File: config.mk
export PLATFORM = sky130hd
export DESIGN_NAME = pipelined_tree_multiplier_flat
export DESIGN_NICKNAME = d
export VERILOG_FILES = /design/src/rtl/pipelined_tree_multiplier_if.sv /design/src/rtl/pipelined_tree_multiplier.sv /design/src/flat_wrapper.sv
export SDC_FILE = /design/constraint.sdc
export NUM_CORES = 1
export LEC_CHECK = 0
export ABC_CLOCK_PERIOD_IN_PS = 12500
export BUFFER_PORTS_ARGS = -buffer_cell sky130_fd_sc_hd__buf_2
export CAP_MARGIN = 5
export CORE_ASPECT_RATIO = 0.5
export CORE_MARGIN = 1.5
export CORE_UTILIZATION = 35
export DETAILED_ROUTE_END_ITERATION = 10
export GPL_ROUTABILITY_DRIVEN = 0
export HOLD_SLACK_MARGIN = 0.08
export MAX_ROUTING_LAYER = met4
export REMOVE_ABC_BUFFERS = 1
export SKIP_CTS_REPAIR_TIMING = 1
export SLEW_MARGIN = 20
export SYNTH_ARGS = -nofsm -noshare
export SYNTH_HDL_FRONTEND = slang
export SYNTH_SLANG_ARGS = --single-unit
export TNS_END_PERCENT = 30
File: constraint.sdc
create_clock -name clk -period 12.5 [get_ports clk]
set_clock_uncertainty 0.15 [all_clocks]
set_input_delay 3.75 -clock clk [delete_from_list [all_inputs] [get_ports clk]]
set_output_delay 3.75 -clock clk [all_outputs]
set_load 0.1 [all_outputs]
File: src/rtl/pipelined_tree_multiplier_if.sv
// pipelined_tree_multiplier_if: operand/result valid-ready bundle for the tree multiplier
interface pipelined_tree_multiplier_if #(
  parameter int N = 8
);
  logic in_valid;
  logic in_ready;
  logic [N-1:0] a_in;
  logic [N-1:0] b_in;
  logic sgn_in;
  logic acc_in;
  logic out_valid;
  logic out_ready;
  logic [2*N-1:0] P_out;
  modport master (
    output in_valid, a_in, b_in, sgn_in, acc_in, out_ready,
    input  in_ready, out_valid, P_out
  );
  modport slave (
    input  in_valid, a_in, b_in, sgn_in, acc_in, out_ready,
    output in_ready, out_valid, P_out
  );
endinterface

File: src/rtl/pipelined_tree_multiplier.sv
// pipelined_tree_multiplier: N x N multiplier on a balanced partial-product adder tree with valid/ready stalls and optional accumulate
module pipelined_tree_multiplier #(
  parameter int N = 8,
  parameter int PIPE = 1
) (
  input logic clk,
  input logic Reset,
  pipelined_tree_multiplier_if.slave bus
);
  localparam int W = 2 * N;
  localparam int L = $clog2(W);
  localparam int P2 = 1 << L;
  logic stall, v0, acc0;
  logic [W-1:0] a0, b0;
  assign stall = bus.out_valid && !bus.out_ready;
  assign bus.in_ready = !stall;
  // operands are extended to 2N at capture so the tree never needs to know the mode
  always_ff @(posedge clk or posedge Reset)
    if (Reset) begin
      v0 <= 1'b0;
      acc0 <= 1'b0;
      a0 <= '0;
      b0 <= '0;
    end else if (!stall) begin
      v0 <= bus.in_valid;
      acc0 <= bus.acc_in;
      a0 <= {{N{bus.sgn_in && bus.a_in[N-1]}}, bus.a_in};
      b0 <= {{N{bus.sgn_in && bus.b_in[N-1]}}, bus.b_in};
    end
  // level 0 holds partial products; level l sums pairs; levels 1..PIPE and the root are registered
  for (genvar l = 0; l <= L; l++) begin : lv
    logic [W-1:0] node [P2>>l];
    logic v, acc;
    if (l == 0) begin : g
      logic [P2-1:0] bp;
      assign bp = P2'(b0);
      always_comb
        for (int j = 0; j < P2; j++) node[j] = bp[j] ? a0 << j : '0;
      assign v = v0;
      assign acc = acc0;
    end else begin : g
      logic [W-1:0] s [P2>>l];
      always_comb
        for (int j = 0; j < (P2 >> l); j++) s[j] = lv[l-1].node[2*j] + lv[l-1].node[2*j+1];
      if (l <= PIPE || l == L) begin : r
        always_ff @(posedge clk or posedge Reset)
          if (Reset) begin
            v <= 1'b0;
            acc <= 1'b0;
            node <= '{default: '0};
          end else if (!stall) begin
            v <= lv[l-1].v;
            acc <= lv[l-1].acc;
            node <= s;
          end
      end else begin : c
        assign v = lv[l-1].v;
        assign acc = lv[l-1].acc;
        assign node = s;
      end
    end
  end
  always_ff @(posedge clk or posedge Reset)
    if (Reset) begin
      bus.out_valid <= 1'b0;
      bus.P_out <= '0;
    end else if (!stall) begin
      bus.out_valid <= lv[L].v;
      if (lv[L].v) bus.P_out <= lv[L].acc ? bus.P_out + lv[L].node[0] : lv[L].node[0];
    end
endmodule

File: src/flat_wrapper.sv
// flat-port wrapper written by rule: the top's interface ports become plain ports
module pipelined_tree_multiplier_flat 
#(
  parameter int N = 8,
  parameter int PIPE = 1
)
  (clk, Reset, bus_in_valid, bus_a_in, bus_b_in, bus_sgn_in, bus_acc_in, bus_out_ready, bus_in_ready, bus_out_valid, bus_P_out);
  pipelined_tree_multiplier_if #(.N(N)) bus_i ();
  input logic clk;
  input logic Reset;
  input wire logic [$bits(bus_i.in_valid)-1:0] bus_in_valid;
  input wire logic [$bits(bus_i.a_in)-1:0] bus_a_in;
  input wire logic [$bits(bus_i.b_in)-1:0] bus_b_in;
  input wire logic [$bits(bus_i.sgn_in)-1:0] bus_sgn_in;
  input wire logic [$bits(bus_i.acc_in)-1:0] bus_acc_in;
  input wire logic [$bits(bus_i.out_ready)-1:0] bus_out_ready;
  output wire logic [$bits(bus_i.in_ready)-1:0] bus_in_ready;
  output wire logic [$bits(bus_i.out_valid)-1:0] bus_out_valid;
  output wire logic [$bits(bus_i.P_out)-1:0] bus_P_out;
  assign bus_i.in_valid = bus_in_valid;
  assign bus_i.a_in = bus_a_in;
  assign bus_i.b_in = bus_b_in;
  assign bus_i.sgn_in = bus_sgn_in;
  assign bus_i.acc_in = bus_acc_in;
  assign bus_i.out_ready = bus_out_ready;
  assign bus_in_ready = bus_i.in_ready;
  assign bus_out_valid = bus_i.out_valid;
  assign bus_P_out = bus_i.P_out;
  pipelined_tree_multiplier #(.N(N), .PIPE(PIPE)) u_core (.clk(clk), .Reset(Reset), .bus(bus_i));
endmodule
# [After elaboration in Yosys (flattened, before gate mapping)]
# Index checks and enable logic that the tools add are counted.
# Widths: inputs -> output; s select.
[word_totals] regBits=185 in_bits=22 output_inout_bits=18 word_cells=59
[op_classes] n_addsub=16 n_mux=17 n_bitwise=1 n_reduce_logical=6
[ops] op="$mux 16" count=17
[ops] op="$add 16x16->16" count=16
[ops] op="$logic_and 1x1->1" count=3
[ops] op="$logic_not 1->1" count=2
[ops] op="$reduce_and 2->1" count=1
[ops] op="$not 1->1" count=1

# [Longest topological paths before layout]
# Gate-level depths: netlist (run 1).
[depth] depth_word=4 ltp_mapped=16 ltp_nobuf=16

# [Worst setup path after synthesis (run 1)]
# OpenSTA, ideal clock, no wires.
[synth_path] kind="input port to output port" startpoint="input bus_out_ready" endpoint="output bus_in_ready" t_arrival_ns=5.408 required_time_ns=8.600 setup_slack_ns=3.192 path_stages=5 n_path_buf=3 cell_sequence="nor2b_1 -> clkbuf_1 -> inv_2 -> clkbuf_1 -> buf_1"
[synth_via] elab_chain_cells=3
[synth_lines] item="start: declaration" line="flat_wrapper.sv:16" text="input wire logic [$bits(bus_i.out_ready)-1:0] bus_out_ready;"
[synth_lines] item="$logic_not 1->1" line="pipelined_tree_multiplier.sv:15" text="assign stall = bus.out_valid && !bus.out_ready;"
[synth_lines] item="$logic_and 1x1->1" line="pipelined_tree_multiplier.sv:15"
[synth_lines] item="$logic_not 1->1" line="pipelined_tree_multiplier.sv:16" text="assign bus.in_ready = !stall;"
[synth_lines] item="end: declaration" line="flat_wrapper.sv:17" text="output wire logic [$bits(bus_i.in_ready)-1:0] bus_in_ready;"
# Every way passes these cells.

# [Worst setup path after layout (run 1)]
# Ends and elaborated chain as after synthesis.

==> impl_metrics.yaml, run 1 <==
status:
  status: "completed"
critical_path:
  critPathKind: "in -> out"
  cp.required_ps: 8600
  cp-endpoint: "bus_in_ready"
  cp-startpoint: "bus_out_ready"
  critPathCaptureType: "primary output"
  cp-start-kind: "input port"
  r2r_start: "u_core.lv[1].node[30]"
  crit_arrival_ps: 4800
  r2r-end: "u_core.lv[4].node[15]"
  reg2reg_depth: 13
  r2r_slack_ps: 8390
  critPathMaxFanout: 39
logic_synthesis:
  yosysUniqueCellTypes: 48
  synthFlopType: "dfrtp_1"
  synth_edf_count: 0
  syn-cell-area_mm2: 0.008786
  avgSynthCellArea_um2: 8.665
  synth_cells: 1014
  ys_seq_area_share_pct: 33.32
  async_flop_share_pct: 100.0
  yosysWarnings: 0
  ys_ff_latch: 117
drt:
  drtAntennaViolNets: 0
  dr.pass1.iters: 4
  wl_per_cell_um: 13.63
  detailroute.via_count: 6582
  avgViaCountPerCell: 4.735
  wl_um: 18940
  drt_iter0_drc: 241
  drc_errors: 0
layout:
  multi_input_area_mm2: 0.005246
  area_growth_pct: 13.14
  fill_cells: 2437
  layout.nets: 1190
  regArea_mm2: 0.002928
  drive_gt1_share_pct: 8.254
  layout_commonest_cell: "nand2_1"
  insertedDiodeCount: 0
  layout_common_cells: "nand2_1, inv_1, dfrtp_1"
worst_hold_path:
  hold_depth: 2
  hp-class: "reg -> reg"
  worstHoldStart: "u_core.lv[1].node[99]"
grt:
  grt_remaining_overflow: 0
  grt_antenna_before_repair: 0
  grt_max_degree: 78
  grt_pass1_wl_um: 32740
  track_usage_pct: 16.66
  grt_pass1_vias: 6805
timing:
  relSlewSlack_pct: 37.67
  setup_viol_count_final: 0
  hold_violations: 0
  report.final.slew_viol_count: 0
  finalWorstSetupSlack_ps: 3803
  rsz0062_at_grt: "no"
  period_needed_ps: 8697
  fmax_mhz: 115.0
  fin_tns_setup_ps: 0
  worst_pin_slew_ps: 935.0
  period_share_pct: 69.58
placed_design:
  place_ws_ps: 3792
  place.detailed.hpwl_um: 13890
  port_buffers: 39
clock_network:
  cts_made_buffers: 17
  cts.sinks: 117
  h-tree-depth: 4
  clk_pin_slew_worst_paths_ps: 50
  cts-root-buf: "clkbuf_16"
  cts_buffer_depth: 2
  clk_latency_ps: 430
  cts_tree: "done"
floorplan:
  io_pins: 40
  die_y_um: 115.0
  dieArea_mm2: 0.02612
  fp.dieW_um: 227.1
  start_util_pct: 36.12
  coreArea_mm2: 0.02432
  std_cell_rows: 40
flow_run:
  max-cap-violations: 0
[critical path, cell delays in order]
cell	delay [ps]
buf_2	120
nor2b_4	100
buf_4	380
clkinv_2	110
buf_2	310
[cells in the mapped netlist (all sizes together), types with 8 or more instances]
| cell | number | area share (%) |
|---|---|---|
| o21ai | 54 | 3.2 |
| nor2b | 9 | 0.64 |
| nand3 | 10 | 0.57 |
| o31ai | 12 | 1.0 |
| buf | 10 | 0.43 |
| and2 | 64 | 4.6 |
| clkbuf | 26 | 1.1 |
| ha | 88 | 13 |
| dfrtp | 117 | 33 |
| xor2 | 22 | 2.2 |
| nor3 | 9 | 0.51 |
| mux2i | 13 | 1.5 |
| a21oi | 66 | 3.8 |
| xnor2 | 32 | 3.2 |
| nor2 | 61 | 2.6 |
| fa | 39 | 8.9 |
| nand2 | 174 | 7.5 |
| a21boi | 10 | 0.85 |
| and3 | 8 | 0.57 |
| inv | 129 | 5.5 |
| a21o | 13 | 1.1 |
[cell type report]
| cell class | count | area share [%] |
|---|---|---|
| multi-input cells | 732 | 52.78 |
| flip-flops and latches | 117 | 29.45 |
| clock buffers | 24 | 5.047 |
| inverters | 129 | 4.909 |
| well taps | 336 | 4.229 |
| repair buffers | 44 | 2.379 |
| clock inverters | 8 | 1.208 |
[flip-flops by register name, indices dropped and copies added, names as in the netlist]
name	flops
u_core.lv.v	3
u_core.lv.acc	2
u_core.b0	9
u_core.lv.node	76
u_core.a0	9
u_core.bus.out_valid	1
u_core.acc0	1
u_core.bus.P_out	16
[worst min path at each step]
stage	to	slack (ps)
after floorplan	u_core.acc0	290
after global placement	u_core.acc0	300
after detailed placement	u_core.lv[1].node[113]	310
after CTS	u_core.lv[1].acc	320
after global routing	u_core.lv[1].node[121]	340
final	u_core.lv[1].node[99]	320
[per-stage QoR]
| step | utilization [%] | area, um2 | cells | hold slack, ps |
|---|---|---|---|---|
| 6_report | 40.87 | 9941 | 1390 | 320.4 |
| 5_1_grt | 40.87 | 9941 | 1390 | 344.3 |
| 4_1_cts | 40.85 | 9937 | 1390 | 322.2 |
| 3_5_place_dp | 38.30 | 9315 | 1358 | 308.2 |
| 3_3_place_gp | 38.30 | 9315 | 1358 | 299.4 |
| 2_1_floorplan | - | 8651 | 978 | 288.6 |
[metal layers]
| layer | track usage, % | up-vias | routed length, um |
|---|---|---|---|
| met1 | 20.88 | 3131 | 9468 |
| met4 | 5.740 | 0 | 293 |
| met3 | 3.118 | 23 | 510 |
| li1 | - | 3352 | - |
| met5 | - | - | 0 |
| met2 | 27.14 | 76 | 8670 |
[kinds of logic (layout without fill, tap and decap cells)]
group / after synthesis / count (layout) / synth area share [%]
AO/OA/AOI/OAI: 189 / 189 / 13.26
XOR/XNOR: 54 / 54 / 5.383
adder cells (fa/ha/maj): 127 / 127 / 21.42
buffers and inverters: 165 / 205 / 7.049
flip-flops: 117 / 117 / 33.32
multiplexers: 14 / 14 / 1.609
AND/OR/NAND/NOR: 348 / 348 / 17.96
Power of run 1 is left out: the tool's default activity adds up to more than one toggle a clock period on the data nets, which glitch-free logic cannot reach.
==> run 2, diff against run 1 <==
Settings changed: ABC_AREA from default to 1, ABC_CLOCK_PERIOD_IN_PS 12500 to 7700.
Clock period 12.5 ns to 7.7 ns, I/O delays scaled along.
==> run 2 against run 1 <==
Core utilization decreased by 1.1 points. Synthesized cell count increased by 32%. Worst setup slack got worse by 2300 ps. Critical endpoint unchanged. Critical path type unchanged. Die area increased by 8.5%.
==> impl_metrics.yaml, run 2 <==
clock_network:
  h-tree-depth: 4
  cts_made_buffers: 17
  cts-root-buf: "clkbuf_16"
  cts_buffer_depth: 2
  cts_tree: "done"
  clk_latency_ps: 430
  clk_pin_slew_worst_paths_ps: 60
  cts.sinks: 117
floorplan:
  coreArea_mm2: 0.02664
  io_pins: 40
  die_y_um: 119.8
  std_cell_rows: 42
  fp.dieW_um: 236.6
  dieArea_mm2: 0.02835
  start_util_pct: 35.85
drt:
  wl_um: 21990
  wl_per_cell_um: 12.78
  wl_met2_um: 9889
  dr.pass1.iters: 5
  detailroute.via_count: 8079
  wl_met3_um: 824
  topRoutingLayerUsed: "met4"
  drt_iter0_drc: 425
  drc_errors: 0
  avgViaCountPerCell: 4.697
  wl_met1_um: 10810
  drtAntennaViolNets: 0
logic_synthesis:
  ys_seq_area_share_pct: 30.66
  async_flop_share_pct: 100.0
  syn-cell-area_mm2: 0.009550
  synthFlopType: "dfrtp_1"
  yosysWarnings: 0
  synthTopCellsByArea: "dfrtp_1, nand2_1, ha_1, inv_1, fa_1"
  synth.top_cell.area_share_pct: 30.66
  yosysMostFrequentCell: "nand2_1"
  ys_ff_latch: 117
  avgSynthCellArea_um2: 7.138
  yosys-top-cells-count: "nand2_1, inv_1, dfrtp_1, ha_1, o21ai_0"
  synth_cells: 1338
  yosysUniqueCellTypes: 33
  synth_edf_count: 0
  yosys.area.top_type: "dfrtp_1"
critical_path:
  cp.required_ps: 5240
  slowest_stage: "clkinv_2"
  cp-start-kind: "input port"
  critPathMaxFanout: 51
  critPathCaptureType: "primary output"
  path_cells: "buf_2 > nor2_4 > clkinv_2 > buf_2"
  cp_num_buf_inv: 3
  path_depth: 4
  crit_arrival_ps: 3740
  cp_common_cell: "buf_2"
  critical_path.top_delay_family: "buffers and inverters"
  critPathKind: "in -> out"
  max_stage_delay_ps: 570
  reg2reg_depth: 16
grt:
  grt_pass1_wl_um: 38240
  grt_remaining_overflow: 0
  track_usage_pct: 17.46
  grt_antenna_before_repair: 0
  grt_pass1_vias: 8066
  grt_max_degree: 76
placed_design:
  place.detailed.hpwl_um: 16380
  place_ws_ps: 1498
  port_buffers: 39
layout:
  area_growth_pct: 11.00
  drive_gt1_share_pct: 7.091
  reg_top3: "u_core.lv.node: 76 flops, u_core.bus.P_out: 16 flops"
  top_register: "u_core.lv.node"
  layout_commonest_cell: "nand2_1"
  largest_reg_flops: 76
  insertedDiodeCount: 0
  layout_common_cells: "nand2_1, inv_1, dfrtp_1"
  layout.nets: 1505
  fill_cells: 2705
status:
  status: "completed"
timing:
  report.final.slew_viol_count: 0
  fin_tns_setup_ps: 0
  period_needed_ps: 6197
  setup_viol_count_final: 0
  fmax_mhz: 161.4
  worst_pin_slew_ps: 885.6
  rsz0062_at_grt: "no"
  relSlewSlack_pct: 40.96
  hold_violations: 0
  period_share_pct: 80.48
  finalWorstSetupSlack_ps: 1503
worst_hold_path:
  hp-class: "reg -> reg"
  hold_depth: 2
flow_run:
  max-cap-violations: 0
[run 2: cell count changes after synthesis, moves of 37 or more]
cell,before,now
o21ai_0,11,83
o21ai_1,41,4
nand3_1,10,66
nand2_1,173,416
inv_1,128,269
and2_1,64,1
[run 2: area by class of cell]
cell class | count | area (um2) | area share [%]
clock inverters | 10 | 131.4 | 1.239
well taps | 352 | 440.4 | 4.154
inverters | 271 | 1021 | 9.631
flip-flops and latches | 117 | 2928 | 27.62
repair buffers | 42 | 217.7 | 2.054
multi-input cells | 907 | 5413 | 51.06
clock buffers | 21 | 450.4 | 4.249
[run 2: metal layers]
| layer | vias to the layer above | global-route usage, % |
|---|---|---|
| li1 | 4178 | - |
| met1 | 3758 | 21.82 |
| met2 | 104 | 28.03 |
| met3 | 39 | 3.865 |
| met4 | 0 | 6.170 |
| met5 | - | - |
[run 2: logic make-up (layout without fill, tap and decap cells)]
| family | after synthesis | count (layout) | synth area share (%) |
|---|---|---|---|
| xor+xnor | 24 | 24 | 2.201 |
| flops | 117 | 117 | 30.66 |
| fa+ha+maj | 127 | 127 | 19.70 |
| simple gates | 569 | 569 | 24.41 |
| buf+inv | 314 | 344 | 12.67 |
| compound gates | 187 | 187 | 10.36 |
[run 2: worst min-delay path, delay by kind of cell (launching register included)]
family	cells	cell delay, ps
and+or+nand+nor	2	110
DFF	1	350
[run 2: path summary, 6_finish.rpt]
path / from / endpoint / slack, ps
hold reg to reg: u_core.acc0 / u_core.lv[1].acc / 320
min in group asynchronous: Reset / u_core.bus.P_out[1] / 1920
max in group asynchronous: Reset / u_core.lv[1].node[77] / 4280
setup reg to reg: u_core.lv[1].node[61] / u_core.lv[4].node[14] / 3510
hold / removal: u_core.acc0 / u_core.lv[1].acc / 320
setup / recovery: bus_out_ready / bus_in_ready / 1500
[run 2: through the flow]
| stage | util, % | hold WS (ps) | instance area, um2 | std cells |
|---|---|---|---|---|
| 6_report | 39.79 | 324.2 | 10600 | 1720 |
| 5_1_grt | 39.79 | 350.5 | 10600 | 1720 |
| 2_1_floorplan | - | 292.2 | 9358 | 1295 |
| 4_1_cts | 39.79 | 329.8 | 10600 | 1720 |
| 3_5_place_dp | 37.61 | 315.2 | 10020 | 1689 |
| 3_3_place_gp | 37.61 | 317.9 | 10020 | 1689 |
Power of run 2 is left out for the same reason.
